**config.mk**
```make
export PLATFORM = sky130hd
export DESIGN_NAME = multiword_add_sequencer
export DESIGN_NICKNAME = d
export VERILOG_FILES = /design/src/rtl/adder_seq_pkg.sv /design/src/rtl/ripple_carry_adder_8.sv /design/src/rtl/multiword_add_sequencer.sv
export SDC_FILE = /design/constraint.sdc
export NUM_CORES = 1
export LEC_CHECK = 0
export BUFFER_PORTS_ARGS = -buffer_cell sky130_fd_sc_hd__buf_4
export CORE_MARGIN = 1.5
export CORE_UTILIZATION = 45
export DETAILED_ROUTE_END_ITERATION = 16
export PLACE_DENSITY_LB_ADDON = 0.15
export SYNTH_ARGS = -nofsm -noshare
export SYNTH_HDL_FRONTEND = slang
export SYNTH_SLANG_ARGS = --single-unit
```
**constraint.sdc**
```tcl
create_clock -name clk -period 7.51 [get_ports clk]
set_clock_uncertainty 0.2 [all_clocks]
set_input_delay 0 -clock clk [delete_from_list [all_inputs] [get_ports clk]]
set_output_delay 0 -clock clk [all_outputs]
set_load 0.005 [all_outputs]
```
**src/rtl/adder_seq_pkg.sv**
```systemverilog
// Shared definitions for the multiword add/subtract sequencer: limb width
// and the controller state encoding.
package adder_seq_pkg;

   localparam int LIMB_W = 8;

   typedef enum logic [1:0] {
      ST_IDLE = 2'd0,
      ST_RUN  = 2'd1,
      ST_DONE = 2'd2
   } seq_state_e;

endpackage

```
**src/rtl/ripple_carry_adder_8.sv**
```systemverilog
// Single limb-wide ripple carry adder; the only arithmetic element of the
// sequencer datapath.
module ripple_carry_adder_8
   import adder_seq_pkg::*;
(
   input  logic [LIMB_W-1:0] a,
   input  logic [LIMB_W-1:0] b,
   input  logic              cin,
   output logic [LIMB_W-1:0] sum,
   output logic              cout
);

   always_comb begin
      logic cy;
      cy  = cin;
      sum = '0;
      for (int i = 0; i < LIMB_W; i++) begin
         sum[i] = a[i] ^ b[i] ^ cy;
         cy     = (a[i] & b[i]) | (cy & (a[i] ^ b[i]));
      end
      cout = cy;
   end

endmodule

```
**src/rtl/multiword_add_sequencer.sv**
```systemverilog
// Multiword add/subtract: one 8-bit limb per clock through a single ripple
// adder, LSB limb first, with a valid/ready handshake on both sides.
//
// state   | meaning
// ST_IDLE | waiting for an operand pair, in_ready high
// ST_RUN  | processing limb idx_q, one limb per cycle
// ST_DONE | result held with out_valid high until the consumer takes it
module multiword_add_sequencer
   import adder_seq_pkg::*;
#(
   parameter int WORDS = 4
) (
   input  logic                  clk,
   input  logic                  rst_n,
   input  logic                  in_valid,
   output logic                  in_ready,
   input  logic [LIMB_W*WORDS-1:0] op_a,
   input  logic [LIMB_W*WORDS-1:0] op_b,
   input  logic                  sub,
   output logic                  out_valid,
   input  logic                  out_ready,
   output logic [LIMB_W*WORDS-1:0] result,
   output logic                  carry_out,
   output logic                  overflow
);

   localparam int W     = LIMB_W * WORDS;
   localparam int IDX_W = (WORDS > 1) ? $clog2(WORDS) : 1;
   localparam logic [IDX_W-1:0] LAST_IDX = IDX_W'(WORDS - 1);

   seq_state_e       state_q, state_d;
   logic [IDX_W-1:0] idx_q, idx_d;
   logic             carry_q, carry_d;
   logic [W-1:0]     a_q, a_d;
   logic [W-1:0]     b_q, b_d;
   logic             sub_q, sub_d;
   logic [W-1:0]     result_q, result_d;
   logic             ovf_q, ovf_d;
   logic             out_valid_q, out_valid_d;

   logic [LIMB_W-1:0] limb_a, limb_b, limb_b_eff, limb_sum;
   logic              limb_cout;
   logic              fire_out, accept;

   always_comb begin
      limb_a = '0;
      limb_b = '0;
      for (int i = 0; i < WORDS; i++) begin
         if (idx_q == IDX_W'(i)) begin
            limb_a = a_q[i*LIMB_W +: LIMB_W];
            limb_b = b_q[i*LIMB_W +: LIMB_W];
         end
      end
      limb_b_eff = sub_q ? ~limb_b : limb_b;
   end

   ripple_carry_adder_8 u_rca (
      .a    (limb_a),
      .b    (limb_b_eff),
      .cin  (carry_q),
      .sum  (limb_sum),
      .cout (limb_cout)
   );

   always_comb begin
      state_d     = state_q;
      idx_d       = idx_q;
      carry_d     = carry_q;
      a_d         = a_q;
      b_d         = b_q;
      sub_d       = sub_q;
      result_d    = result_q;
      ovf_d       = ovf_q;
      out_valid_d = out_valid_q;

      fire_out = (state_q == ST_DONE) && out_ready;
      in_ready = (state_q == ST_IDLE) || fire_out;
      accept   = in_valid && in_ready;

      case (state_q)
         ST_RUN: begin
            for (int i = 0; i < WORDS; i++) begin
               if (idx_q == IDX_W'(i)) result_d[i*LIMB_W +: LIMB_W] = limb_sum;
            end
            carry_d = limb_cout;
            idx_d   = idx_q + 1'b1;
            if (idx_q == LAST_IDX) begin
               idx_d       = '0;
               state_d     = ST_DONE;
               out_valid_d = 1'b1;
               // signed overflow: like-signed operands giving an opposite-signed result
               ovf_d = (limb_a[LIMB_W-1] == limb_b_eff[LIMB_W-1]) &&
                       (limb_sum[LIMB_W-1] != limb_a[LIMB_W-1]);
            end
         end
         ST_DONE: begin
            if (fire_out) begin
               state_d     = ST_IDLE;
               out_valid_d = 1'b0;
            end
         end
         default: ;
      endcase

      // a DONE-state handoff retires the old result and starts the new one on the same edge
      if (accept) begin
         a_d         = op_a;
         b_d         = op_b;
         sub_d       = sub;
         idx_d       = '0;
         carry_d     = sub;
         state_d     = ST_RUN;
         out_valid_d = 1'b0;
      end
   end

   always_ff @(posedge clk or negedge rst_n) begin
      if (!rst_n) begin
         state_q     <= ST_IDLE;
         idx_q       <= '0;
         carry_q     <= 1'b0;
         a_q         <= '0;
         b_q         <= '0;
         sub_q       <= 1'b0;
         result_q    <= '0;
         ovf_q       <= 1'b0;
         out_valid_q <= 1'b0;
      end else begin
         state_q     <= state_d;
         idx_q       <= idx_d;
         carry_q     <= carry_d;
         a_q         <= a_d;
         b_q         <= b_d;
         sub_q       <= sub_d;
         result_q    <= result_d;
         ovf_q       <= ovf_d;
         out_valid_q <= out_valid_d;
      end
   end

   assign out_valid = out_valid_q;
   assign result    = result_q;
   assign carry_out = carry_q;
   assign overflow  = ovf_q;

endmodule

```
==> flow_summary_export.csv, run 1 <==
group,metric,value,unit
power_and_ir_drop,power.internal,1.79,mW
finish,diodes,0,
sta,slew_viol_final,0,
place,gp_congestion,0.785,
floorplanning,dieArea,0.0112,mm²
sta,post-route-period-util,77.7,%
finish,finish.net_count,637,
sta,timing.max_slew.rel_slack,20.4,%
sta,finalSetupViolCount,0,
power_and_ir_drop,clkPwrFrac,12.1,%
power_and_ir_drop,power.share.switching,39.4,%
run_status,status,"complete, no violations",
drt,drt_pre_antenna_iters,4,
drt,detailed_router_s_first_iteration_violation_count,115,
finish,layout.core_utilization,63.3,%
power_and_ir_drop,pwr-share-comb,53.3,%
grt,largest_net_degree_at_the_start_of_global_routing,62,
drt,vias,3508,
logic_synthesis,mappedNetlistNets,476,
power_and_ir_drop,post_route_total_power,2.96,mW
floorplanning,initial_standard_cell_utilization_of_the_core,46.3,%
drt,drcViolationCount,0,
logic_synthesis,ys.flop_type,"sky130_fd_sc_hd__dfrtp_1",
logic_synthesis,yosysMostFrequentCell,"sky130_fd_sc_hd__dfrtp_1",
logic_synthesis,synth.cell_area,0.00475,mm²
sta,max_clock_freq,171,MHz
logic_synthesis,synth-async-reset-ratio,100,%
drt,drt_wl_cell,15.4,µm
critical_path,critPathCaptureType,"register",
critical_path,critical_path_arrival,5.89,ns
finish,multiInputGateArea,0.00198,mm²
grt,number_of_antenna_violations_at_the_first_check_in_global_routing,0,
finish,post_layout_nonfiller_instances,696,
clock_tree,worst_setup_hold_path_clk_slew,0.10,ns
worst_hold_path,worst_hold_path_type,"primary input to register",
sta,fin_hold_ws,0.197,ns
power_and_ir_drop,power-per-cell-area,455,mW/mm²
power_and_ir_drop,peak_supply_drop,0.248,mV
sta,grt_setup_unrepaired,"false",
floorplanning,row_count,37,
place,dpl-instance-area,0.00559,mm²
grt,grt_pass1_vias,3451,
floorplanning,io_pins,105,
logic_synthesis,netlist.top_cell.by_area,"sky130_fd_sc_hd__dfrtp_1",
critical_path,rr_worst_depth,19,
clock_tree,clockRootBuffer,"sky130_fd_sc_hd__clkbuf_8",
clock_tree,ctsLongestPathBuffers,2,
place,port-buffer-count,104,
finish,fill_cells,833,
logic_synthesis,synth.area.top_cells,"sky130_fd_sc_hd__dfrtp_1 54%, sky130_fd_sc_hd__mux2_2 13%, sky130_fd_sc_hd__mux2_4 5.4%, sky130_fd_sc_hd__o21ai_0 3.5%, sky130_fd_sc_hd__fa_1 3.4%",
drt,via_per_inst,5.04,
finish,final_std_cell_area_no_fill,0.00650,mm²
sta,tightest_slew,1.19,ns
clock_tree,htreeDepth,3,
sta,fin_setup_tns,0,ns
power_and_ir_drop,switching_power,1.17,mW
sta,layout_min_cycle_time,5.83,ns
logic_synthesis,netlist.area_leader.share,54.2,%
clock_tree,cts_tree,"yes",
floorplanning,die_w,106,µm
power_and_ir_drop,cellLeakagePower,3.04,nW
finish,ff_latch_area,0.00258,mm²
place,numPlacedInstances,610,
critical_path,startpoint_type,"register",
grt,grt_util_all_layers,20.3,%
logic_synthesis,count_of_yosys_warnings_during_synthesis,0,
clock_tree,clock_sink_count,103,
sta,worst_slack,1.68,ns
clock_tree,ctsResizeCount,0,
logic_synthesis,yosys.cell_types.count,27,
job,cap_viol_max_count,0,
critical_path,worstPathMaxFanout,33,
place,dp_slack,1.77,ns
sta,hold_violations,0,
critical_path,timing.setup.critical_path_class,"register to register",
drt,ant_nets,0,
logic_synthesis,postSynthAreaPerCell,12.1,µm²
logic_synthesis,synth-seq-area-share,54.2,%
logic_synthesis,ys_seq_elements,103,
place,place.detailed.hpwl,7430,µm
clock_tree,clock_insertion_delay_worst_skew,0.36,ns
clock_tree,tritoncts.num_buffers,9,
grt,grt_pass1_wl,17500,µm
critical_path,worstPathRequired,7.56,ns
finish,area.growth.synth_to_final,36.8,%
drt,drt-total-wl,10700,µm
floorplanning,die_y,106,µm
worst_hold_path,whs_path_depth,3,
grt,grt_remaining_overflow,0,
power_and_ir_drop,seq_power_share,34.6,%
floorplanning,floorplan.core_area,0.0103,mm²
logic_synthesis,ys_top_cells_by_count,"103 x sky130_fd_sc_hd__dfrtp_1, 56 x sky130_fd_sc_hd__mux2_2, 41 x sky130_fd_sc_hd__nand2_1",
logic_synthesis,synth_edf_count,0,
finish,share_of_layout_cells_above_drive_strength_1,35.4,%
logic_synthesis,syn_inst,394,
## per-layer routing
layer	share of wire (%)	wire [µm]	vias up	track usage, %
li1	-	-	1670	-
met1	46	4930	1716	28.4
met2	48	5100	105	32.0
met3	4.3	462	17	3.03
met4	1.9	208	0	7.82
met5	0	0	-	0
## path summary, 6_finish.rpt
kind / to / slack, ns / startpoint
worst max-delay path: overflow$_DFFE_PN0P_ / 1.68 / idx_q[0]$_DFFE_PN0P_
worst min-delay path: b_q[9]$_DFFE_PN0P_ / 0.20 / op_b[9]
worst max register to register: overflow$_DFFE_PN0P_ / 1.68 / idx_q[0]$_DFFE_PN0P_
worst min register to register: result[9]$_DFFE_PN0P_ / 0.29 / result[9]$_DFFE_PN0P_
max in group asynchronous: b_q[5]$_DFFE_PN0P_ / 5.87 / rst_n
min in group asynchronous: result[29]$_DFFE_PN0P_ / 0.48 / rst_n
## area by class of cell
class	instances	share of cell area, %
flip-flops and latches	103	39.6
inverters	16	0.924
clock buffers	10	2.12
well taps	136	2.62
multi-input cells	249	30.5
repair buffers	176	23.2
clock inverters	6	1.06
## cells in the final DEF, fill, tap and decap left out, drive strengths merged, types with 8 or more instances in the layout
cell / instances
fa: 8
dfrtp: 103
buf: 107
inv: 17
a21oi: 29
nor2: 9
nor2b: 14
clkbuf: 10
o21ai: 33
a22oi: 8
nand2: 41
mux2: 73
dlygate4sd3: 69
## critical path: stages (launching register included)
cell and delay, ns:
sky130_fd_sc_hd__dfrtp_1 0.43, sky130_fd_sc_hd__inv_1 0.12, sky130_fd_sc_hd__ha_1 0.89, sky130_fd_sc_hd__a21oi_1 0.09
sky130_fd_sc_hd__o21ai_0 0.12, sky130_fd_sc_hd__a22oi_1 0.10, sky130_fd_sc_hd__xor2_1 0.22, sky130_fd_sc_hd__fa_1 0.40
sky130_fd_sc_hd__fa_1 0.42, sky130_fd_sc_hd__fa_1 0.40, sky130_fd_sc_hd__fa_1 0.39, sky130_fd_sc_hd__fa_1 0.38
sky130_fd_sc_hd__inv_1 0.07, sky130_fd_sc_hd__fa_1 0.15, sky130_fd_sc_hd__inv_1 0.05, sky130_fd_sc_hd__fa_1 0.36
sky130_fd_sc_hd__inv_1 0.08, sky130_fd_sc_hd__fa_1 0.48, sky130_fd_sc_hd__xnor2_1 0.16, sky130_fd_sc_hd__o31ai_1 0.21
## what timing repair did
item                                   4_1_cts  5_1_grt
endpoints found under the hold margin      111        0
buffers inserted                             0        0
hold buffers                                70        0
## state kept, by name, summed over array words and instances, names as in the netlist
register,count
idx_q,2
overflow,1
state_q,2
sub_q,1
result,32
carry_out,1
a_q,32
b_q,32
## kinds of logic (layout without fill, tap and decap cells)
group,after synthesis,count (layout),synth area share [%]
buffers and inverters,42,208,4.13
AOI/OAI and AO/OA,80,80,9.66
and+or+nand+nor,74,74,7.03
adders and majority gates,13,13,4.68
xor gates and xnor gates,9,9,1.66
muxes,73,73,18.6
DFF,103,103,54.2
## power groups by stage
stage               Combinational (mW)  Clock [mW]  Sequential, mW
floorplan                         1.10           0           0.967
global placement                  1.52           0            1.03
detailed placement                1.56           0            1.04
CTS                               1.59       0.367            1.02
global route                      1.78       0.388            1.06
finish                            1.58       0.357            1.02
(Power assumes the default switching activity.)
==> run 2: changes to the inputs <==
- clock period: 7.51 -> 4.75 ns (I/O delays scaled with it)
==> run 2 against run 1 <==
Against the previous run: critical path depth decreased by 1; flip-flop and latch count unchanged; worst hold slack got worse by 0.20 ns; largest cell class unchanged; the run now ends with negative hold slack left; die area unchanged; largest power group unchanged; critical endpoint is now result[31]$_DFFE_PN0P_; global-route usage increased by 0.65 points; clock power increased by 54%; via count increased by 0.63%.
==> flow_summary_export.csv, run 2 (synthesis gave the netlist of run 1 again) <==
group,metric,value,unit
run_status,status,"complete, but fails checks",
run_status,failing_checks,"negative hold slack",
clock_tree,clock_insertion_delay_worst_skew,0.36,ns
sta,hold_violations,5,
job,cap_viol_max_count,0,
drt,drcViolationCount,0,
clock_tree,htreeDepth,3,
clock_tree,cts_tree,"yes",
floorplanning,dieArea,0.0112,mm²
grt,largest_net_degree_at_the_start_of_global_routing,53,
place,place.detailed.hpwl,7770,µm
sta,timing.max_slew.rel_slack,44.4,%
finish,layout.cells.most_common,"sky130_fd_sc_hd__buf_4",
clock_tree,tritoncts.num_buffers,9,
finish,fill_cells,817,
critical_path,timing.setup.critical_path_class,"register to register",
sta,finalSetupViolCount,0,
drt,drt_wl_cell,16.0,µm
critical_path,worstPathRequired,4.81,ns
finish,diodes,0,
sta,fin_setup_tns,0,ns
drt,ant_nets,0,
finish,layout_common_cells,"117 x sky130_fd_sc_hd__buf_4, 103 x sky130_fd_sc_hd__dfrtp_1, 68 x sky130_fd_sc_hd__dlygate4sd3_1",
floorplanning,die_w,106,µm
power_and_ir_drop,switching_power,1.93,mW
grt,grt_remaining_overflow,0,
sta,slew_viol_final,0,
clock_tree,worst_setup_hold_path_clk_slew,0.10,ns
grt,grt_pass1_vias,3698,
power_and_ir_drop,seq_power_share,32.6,%
drt,vias,3530,
drt,detailed_router_s_first_iteration_violation_count,126,
floorplanning,row_count,37,
finish,area.growth.synth_to_final,39.5,%
finish,layout.core_utilization,64.5,%
power_and_ir_drop,clkPwrFrac,11.0,%
sta,grt_setup_unrepaired,"true",
sta,tightest_slew,0.835,ns
place,port-buffer-count,104,
clock_tree,clockRootBuffer,"sky130_fd_sc_hd__clkbuf_8",
floorplanning,floorplan.core_area,0.0103,mm²
sta,max_clock_freq,211,MHz
power_and_ir_drop,pwr-share-comb,56.4,%
finish,finish.net_count,647,
finish,share_of_layout_cells_above_drive_strength_1,39.7,%
critical_path,startpoint_type,"register",
power_and_ir_drop,power.internal,3.05,mW
power_and_ir_drop,peak_supply_drop,0.429,mV
floorplanning,io_pins,105,
clock_tree,ctsLongestPathBuffers,2,
grt,grt_pass1_wl,18400,µm
power_and_ir_drop,power-per-cell-area,750,mW/mm²
critical_path,critical_path_arrival,4.80,ns
power_and_ir_drop,power.share.switching,38.8,%
clock_tree,clock_sink_count,103,
place,gp_congestion,0.821,
sta,post-route-period-util,99.8,%
grt,number_of_antenna_violations_at_the_first_check_in_global_routing,0,
sta,fin_hold_ws,-0.00616,ns
grt,grt_util_all_layers,21.0,%
critical_path,critPathCaptureType,"register",
drt,via_per_inst,5.01,
drt,drt_pre_antenna_iters,4,
critical_path,worstPathMaxFanout,6,
drt,drt-total-wl,11200,µm
power_and_ir_drop,cellLeakagePower,3.08,nW
floorplanning,die_y,106,µm
sta,layout_min_cycle_time,4.74,ns
floorplanning,initial_standard_cell_utilization_of_the_core,46.3,%
worst_hold_path,worst_hold_path_type,"primary input to asynchronous set/reset pin",
## run 2: cell types whose count changed in the layout (fill, tap and decap cells not counted), moves of 3 or more
cell                    previous run  this run
sky130_fd_sc_hd__inv_1            16        12
sky130_fd_sc_hd__fa_2              0         7
sky130_fd_sc_hd__ha_4              0         3
sky130_fd_sc_hd__fa_1              8         1
sky130_fd_sc_hd__ha_1              5         1
sky130_fd_sc_hd__buf_4           106       117
sky130_fd_sc_hd__inv_2             0         4
## run 2: path summary, 6_finish.rpt
check	start	end	slack (ns)	cells after the start
worst max-delay path	idx_q[0]$_DFFE_PN0P_	result[31]$_DFFE_PN0P_	0.01	18
worst min-delay path	rst_n	result[29]$_DFFE_PN0P_	-0.006	2
worst max register to register	idx_q[0]$_DFFE_PN0P_	result[31]$_DFFE_PN0P_	0.01	18
worst min register to register	result[19]$_DFFE_PN0P_	result[19]$_DFFE_PN0P_	0.28	2
max in group asynchronous	rst_n	a_q[28]$_DFFE_PN0P_	3.26	3
min in group clk	op_a[29]	a_q[29]$_DFFE_PN0P_	0.21	3
## run 2: power groups by stage
stage	Combinational (mW)	Clock, mW	Sequential, mW
global route	3.10	0.596	1.67
global placement	2.54	0	1.63
finish	2.81	0.548	1.62
detailed placement	2.62	0	1.64
CTS	2.70	0.558	1.62
floorplan	1.81	0	1.53
## run 2: critical path: stages (launching register included)
cell and delay, ns:
sky130_fd_sc_hd__dfrtp_1 0.44, sky130_fd_sc_hd__buf_4 0.16, sky130_fd_sc_hd__ha_2 0.22, sky130_fd_sc_hd__a21oi_2 0.14, sky130_fd_sc_hd__a22oi_2 0.07, sky130_fd_sc_hd__xor2_1 0.16
sky130_fd_sc_hd__fa_2 0.37, sky130_fd_sc_hd__fa_2 0.36, sky130_fd_sc_hd__fa_2 0.35, sky130_fd_sc_hd__fa_2 0.35, sky130_fd_sc_hd__fa_2 0.34, sky130_fd_sc_hd__inv_2 0.06
sky130_fd_sc_hd__fa_1 0.15, sky130_fd_sc_hd__inv_1 0.05, sky130_fd_sc_hd__fa_2 0.33, sky130_fd_sc_hd__inv_2 0.06, sky130_fd_sc_hd__fa_2 0.45, sky130_fd_sc_hd__buf_6 0.14
sky130_fd_sc_hd__mux2_4 0.26
## run 2: cell type report
class                   instances  area, µm²  area share (%)
clock buffers                  11        141            2.13
clock inverters                 4       55.1           0.830
inverters                      16       60.1           0.905
multi-input cells             249       2060            31.0
flip-flops and latches        103       2580            38.9
well taps                     136        170            2.57
repair buffers                186       1570            23.7
## run 2: repair_timing
action,4_1_cts,5_1_grt
buffers inserted,0,2
endpoints found under the hold margin,120,0
setup endpoints to repair,5,5
gates resized for setup,7,7
pin swaps,2,2
hold buffers,68,0
## run 2: routing by layer
layer,part of all wire (%),vias up,GRT usage (%)
met3,3.9,12,3.15
met4,1.2,0,5.41
met1,44,1730,27.1
met5,0,-,0
met2,51,96,36.8
li1,-,1692,-
## run 2: per-stage QoR
stage	total power, mW	cells	area [µm²]	hold WS (ns)	setup WS [ns]
after detailed placement	4.26	620	5680	-0.131	-0.0921
after CTS	4.88	703	6590	0.0245	-0.00812
after global routing	5.37	705	6630	0.0582	-0.205
after global placement	4.17	620	5680	-0.130	0.0329
final	4.98	705	6630	-0.00616	0.00987
after floorplan	3.34	394	4790	-0.496	-0.00499
